**src/rtl/key_debounce_if.sv**
```systemverilog
// Key debouncer bundle: raw asynchronous keys in, debounced levels/events out.
interface key_debounce_if;
    logic [2:0] key_in;
    logic [2:0] key_level;
    logic [2:0] key_press;
    logic [2:0] key_release;
    logic [2:0] key_toggle;

    modport master (
        output key_in,
        input  key_level,
        input  key_press,
        input  key_release,
        input  key_toggle
    );

    modport slave (
        input  key_in,
        output key_level,
        output key_press,
        output key_release,
        output key_toggle
    );
endinterface

```
**src/rtl/key_debounce.sv**
```systemverilog
// Three-channel push-button debouncer: two-flop synchronizer, per-channel
// stability counter, and registered press/release pulses plus a toggle level.
module key_debounce #(
    parameter int   DEBOUNCE_CYCLES = 500000,
    parameter int   CNT_W           = 20,
    parameter logic PRESSED_LEVEL   = 1'b0
) (
    input  logic           clk,
    input  logic           rst_n,
    key_debounce_if.slave  kif
);

    localparam logic [CNT_W-1:0] CNT_MAX = CNT_W'(DEBOUNCE_CYCLES - 1);
    localparam logic [CNT_W-1:0] CNT_ONE = CNT_W'(1);
    localparam logic [2:0]       RELEASED_RAW = {3{~PRESSED_LEVEL}};

    logic [2:0]       sync1_q, sync1_d;
    logic [2:0]       sync2_q, sync2_d;
    logic [2:0]       level_q, level_d;
    logic [2:0]       press_q, press_d;
    logic [2:0]       release_q, release_d;
    logic [2:0]       toggle_q, toggle_d;
    logic [CNT_W-1:0] cnt_q [3];
    logic [CNT_W-1:0] cnt_d [3];
    logic [2:0]       sync_pressed;

    // Next-state: synchronize, then count consecutive disagreeing cycles per channel.
    always_comb begin
        sync1_d      = kif.key_in;
        sync2_d      = sync1_q;
        sync_pressed = PRESSED_LEVEL ? sync2_q : ~sync2_q;
        level_d      = level_q;
        press_d      = '0;
        release_d    = '0;
        toggle_d     = toggle_q ^ press_q;
        for (int unsigned i = 0; i < 3; i++) begin
            cnt_d[i] = '0;
            if (sync_pressed[i] != level_q[i]) begin
                if (cnt_q[i] == CNT_MAX) begin
                    level_d[i]   = sync_pressed[i];
                    press_d[i]   = sync_pressed[i];
                    release_d[i] = ~sync_pressed[i];
                end else begin
                    cnt_d[i] = cnt_q[i] + CNT_ONE;
                end
            end
        end
    end

    // State registers; reset forces synchronizers to released and clears everything else.
    always_ff @(posedge clk or negedge rst_n) begin
        if (!rst_n) begin
            sync1_q   <= RELEASED_RAW;
            sync2_q   <= RELEASED_RAW;
            level_q   <= '0;
            press_q   <= '0;
            release_q <= '0;
            toggle_q  <= '0;
            cnt_q     <= '{default: '0};
        end else begin
            sync1_q   <= sync1_d;
            sync2_q   <= sync2_d;
            level_q   <= level_d;
            press_q   <= press_d;
            release_q <= release_d;
            toggle_q  <= toggle_d;
            cnt_q     <= cnt_d;
        end
    end

    assign kif.key_level   = level_q;
    assign kif.key_press   = press_q;
    assign kif.key_release = release_q;
    assign kif.key_toggle  = toggle_q;

endmodule

```
**src/flat_wrapper.sv**
```systemverilog
// flat-port wrapper written by rule: the top's interface ports become plain ports
module key_debounce_flat 
#(
    parameter int   DEBOUNCE_CYCLES = 500000,
    parameter int   CNT_W           = 20,
    parameter logic PRESSED_LEVEL   = 1'b0
)
  (clk, rst_n, kif_key_in, kif_key_level, kif_key_press, kif_key_release, kif_key_toggle);
  key_debounce_if kif_i ();
  input  logic clk;
  input  logic rst_n;
  input wire logic [$bits(kif_i.key_in)-1:0] kif_key_in;
  output wire logic [$bits(kif_i.key_level)-1:0] kif_key_level;
  output wire logic [$bits(kif_i.key_press)-1:0] kif_key_press;
  output wire logic [$bits(kif_i.key_release)-1:0] kif_key_release;
  output wire logic [$bits(kif_i.key_toggle)-1:0] kif_key_toggle;
  assign kif_i.key_in = kif_key_in;
  assign kif_key_level = kif_i.key_level;
  assign kif_key_press = kif_i.key_press;
  assign kif_key_release = kif_i.key_release;
  assign kif_key_toggle = kif_i.key_toggle;
  key_debounce #(.DEBOUNCE_CYCLES(DEBOUNCE_CYCLES), .CNT_W(CNT_W), .PRESSED_LEVEL(PRESSED_LEVEL)) u_core (.clk(clk), .rst_n(rst_n), .kif(kif_i));
endmodule
```
**config.mk**
```make
export PLATFORM = sky130hd
export DESIGN_NAME = key_debounce_flat
export DESIGN_NICKNAME = d
export VERILOG_FILES = /design/src/rtl/key_debounce_if.sv /design/src/rtl/key_debounce.sv /design/src/flat_wrapper.sv
export SDC_FILE = /design/constraint.sdc
export NUM_CORES = 1
export LEC_CHECK = 0
export ABC_CLOCK_PERIOD_IN_PS = 3000
export CAP_MARGIN = 0
export CORE_MARGIN = 3
export CORE_UTILIZATION = 35
export DETAILED_ROUTE_END_ITERATION = 8
export PLACE_DENSITY = 0.54
export RECOVER_POWER = 25
export SETUP_SLACK_MARGIN = 0.1
export SLEW_MARGIN = 20
export SYNTH_ARGS = -nofsm -noshare
export SYNTH_HDL_FRONTEND = slang
export SYNTH_SLANG_ARGS = --single-unit
```
**constraint.sdc**
```tcl
create_clock -name clk -period 3 [get_ports clk]
set_clock_uncertainty 0.05 [all_clocks]
set_input_delay 0.6 -clock clk [delete_from_list [all_inputs] [get_ports clk]]
set_output_delay 0.6 -clock clk [all_outputs]
set_load 0.01 [all_outputs]
```
* Yosys cells after proc, flatten, opt, wreduce, memory -nomap -nowiden
Cells that the tools add are included.
** Word-level totals
- Flip-flop bits (word level) :: 78
- Input bits :: 5
- Output and inout bits :: 12
- Word-level logic and storage cells :: 46
** Cells by class
- $add $sub $neg :: 3
- Eq/ne operators :: 6
- Multiplexer cells :: 18
- Bitwise logic cells :: 5
- Reduce and logical (&&, ||, !) cells :: 3
** Operators by type and width (count)
- 20-bit two-way mux :: 6
- 20-bit by 1-bit adder with 20-bit output (second input constant) :: 3
- 20-bit by 19-bit equality test with 1-bit output (second input constant) :: 3
- 1-bit two-way mux :: 12
- 2-bit AND reduction :: 3
- 1-bit != test :: 3
- 1-bit inverter :: 3
- 3-bit inverter :: 1
- 3-bit bitwise XOR :: 1

* Logic depth before layout (Yosys ltp)
- Word-level depth :: 4
- Gate-level depth with buffers :: 7
- Mapped depth without buffers :: 5

* Least setup slack after synthesis
No wires, ideal clock.
- Path type :: register to register
- Start point :: register u_core.cnt_q[0] in the netlist's numbering
- End point :: register u_core.cnt_q[18] in the netlist's numbering
- Library setup time :: 78 ps
- Data arrival time :: 1942 ps
- Data required time :: 2872 ps
- Setup slack :: 930 ps
- Cell stages (with the launch flop) :: 6
- Buffers on the path :: 0
- Clock period less this slack :: 2070 ps
- Cells stage by stage :: dfrtp_1 > ha_1 > nand4_4 > or4_4 > or4b_1 > a21oi_1
** RTL lines
- start, declared :: line key_debounce.sv:23 : logic [CNT_W-1:0] cnt_q [3];
- start signal, assigned :: line key_debounce.sv:67 : cnt_q <= cnt_d;

==> impl_metrics.toml <==
[min_path]
min_path_cells = 0
holdCritPathClass = "reg2reg"
holdPathEnd = "u_core.sync2_q[1]$_DFF_PN1_"
hp-start = "u_core.sync1_q[1]$_DFF_PN1_"

[finish]
register_area_mm2 = 0.00196
fin_nets = 384
utilization = 0.415
drive_gt1_frac = 0.0761
final_common_cell = "dfrtp_1"
antennaDiodeCount = 0
fillers = 981
multi_input_area_mm2 = 0.00155
final_cell_mix = "dfrtp_1 (72), nor2_1 (58), xnor2_1 (31)"
areaGrowthSynthToFinish_pct = 13.8

[sta]
fmax_ghz = 0.453
setup_viol = 0
slew_violations = 79
rsz0062_at_grt = "no"
tightest_slew_ps = 1900
tns_ps = 0
slew_headroom = -0.266
hold-worst-slack_ps = 312
finalHoldViolCount = 0
fin_crit_sh = 0.737
period_needed_ps = 2210

[synth]
ys_warn_count = 0
seq_area_frac_synth = 0.542
synth_flop_cell = "dfrtp_1"
synth_area_mm2 = 0.00362
syn_inst = 354
synth.avg_cell_area_um2 = 10.2
synth_edf_count = 0
synth_nets = 362
ys_types = 35
yosys_register_bits = 78
ys_async_sr_fraction = 1.00

[setup_path]
r2r_setup_slack_ps = 790
critPathArrivalTime_ps = 2400
critPathSlowestCell = "o41ai_4"
worst-path-buf-inv = 1
crit_required_ps = 3190
end_kind = "register"
reg2reg_to = "u_core.cnt_q[53]$_DFF_PN0_"
ff2ff_path_depth = 5
worst-path-stages = 5
slowest_delay_ps = 740
critical_path_class = "reg2reg"
cpLargestDelayFamily = "compound AO/OA/AOI/OAI gates"
cp_cell_sequence = "ha_1, nand4_1, o41ai_4, buf_4, nor2_1"
start_kind = "register"
timing.rr.start = "u_core.cnt_q[40]$_DFF_PN0_"
cp_max_fo = 10

[detailed_routing]
drtIter0Drc = 89
viasPerCell = 5.06
dr.pass1.iters = 4
remaining_drc_errors = 0
num_vias = 2603
wire_per_inst_um = 13.1
postRouteAntennaNets = 0
wl_um = 6750

[place]
dpl.hpwl_um = 4550
port_buffers = 16
gp_congestion = 0.777

[global_routing]
grt_pass1_wl_um = 12000
grt_start_max_net_pins = 79
track_usage = 0.130
antenna_found_initial = 0
grt-ovfl-total = 0
grt_pass1_vias = 2487

[die]
die_area_mm2 = 0.0116
io_pins = 17
initial_core_util = 0.365
die_w_um = 108
core_mm2 = 0.00991
rows = 36
die_h_um = 108

[clock_network]
clk-insertion-delay-late_ps = 340
cts_setup_buffers = 0
cts_tree = "yes"
cts_max_path_buffers = 2
cts_root_buffer = "clkbuf_8"
cts_buffers = 9
clk_pin_slew_ps = 80
post_cts_resized = 0
cts_sinks = 78
htreeDepth = 3
hold_buffers = 0

[power]
swShare = 0.231
internal-power_uw = 1460
power_density_mw_per_mm2 = 463
p_leak_uw = 0.00161
switching_power_uw = 440
power.share.clock = 0.399
irDropWorstVdd_mv = 0.273
power_frac_comb = 0.033
seq_power_share = 0.568

[run]
maxCapViolations = 1

[outcome]
outcome = "complete, but fails checks"
violations = "max-capacitance violations, max-slew violations"
-- stage by stage --
step	cells	instance area [µm²]	total power, µW	setup WS [ps]
after global placement	498	3930	1170	857
after CTS	514	4120	1950	774
final	514	4110	1900	790
after floorplan	354	3620	1130	930
after detailed placement	498	3930	1170	782
after global routing	514	4110	2010	622
-- synth_stat cells, drive strengths merged (8+ instances only) --
cell type	n	area share
a21oi	15	0.021
dfrtp	72	0.50
inv	20	0.021
nand2	15	0.016
nand3	18	0.025
nand4	17	0.034
nor2	58	0.060
nor3	12	0.017
nor4	10	0.017
o21ai	8	0.011
or3	11	0.019
or4	8	0.018
xnor2	31	0.075
xor2	14	0.034
-- worst max path at each step --
stage / startpoint / end / slack, ps
final: u_core.cnt_q[40]$_DFF_PN0_ / u_core.cnt_q[53]$_DFF_PN0_ / 790
after global routing: u_core.cnt_q[40]$_DFF_PN0_ / u_core.cnt_q[53]$_DFF_PN0_ / 620
after CTS: u_core.cnt_q[40]$_DFF_PN0_ / u_core.cnt_q[53]$_DFF_PN0_ / 770
after detailed placement: u_core.cnt_q[40]$_DFF_PN0_ / u_core.cnt_q[53]$_DFF_PN0_ / 780
after global placement: u_core.cnt_q[50]$_DFF_PN0_ / u_core.cnt_q[54]$_DFF_PN0_ / 860
after floorplan: u_core.cnt_q[0]$_DFF_PN0_ / u_core.cnt_q[18]$_DFF_PN0_ / 930
-- area by class of cell --
type / count / area share
Clock buffer: 9 / 0.0301
Timing Repair Buffer: 18 / 0.0414
Multi-Input combinational cell: 249 / 0.378
Inverter: 20 / 0.0182
Tap cell: 133 / 0.0405
Sequential cell: 78 / 0.476
Clock inverter: 7 / 0.0158
-- logic make-up (layout without fill, tap and decap cells) --
kind of cell / Yosys count / count (layout) / synth area share
flip-flops: 78 / 78 / 0.542
adder cells (fa/ha/maj): 3 / 3 / 0.0104
XOR/XNOR: 45 / 45 / 0.109
buffers and inverters: 27 / 54 / 0.0284
multiplexers: 3 / 3 / 0.00830
AO/OA/AOI/OAI: 33 / 33 / 0.0609
AND/OR/NAND/NOR: 165 / 165 / 0.241
-- power groups by stage --
stage,clock [µW],sequential (µW),combinational (µW)
5_1_grt,847,1080,75.5
3_5_place_dp,0,1100,66.9
2_1_floorplan,0,1100,33.3
4_1_cts,797,1080,67.2
6_report,760,1080,62.5
3_3_place_gp,0,1100,66.5
-- registers in the layout, summed over array words and instances (netlist names) --
| register | cells |
|---|---|
| u_core.kif.key_level | 3 |
| u_core.kif.key_press | 3 |
| u_core.sync1_q | 3 |
| u_core.kif.key_toggle | 3 |
| u_core.sync2_q | 3 |
| u_core.kif.key_release | 3 |
| u_core.cnt_q | 60 |
-- layer usage --
metal / share of wire / wire, µm / track usage
met1: 0.50 / 3350 / 0.185
met2: 0.45 / 3040 / 0.192
met3: 0.033 / 224 / 0.0264
met4: 0.020 / 132 / 0.0568
met5: 0 / 0 / 0
Power figures use the tool's default switching activity.
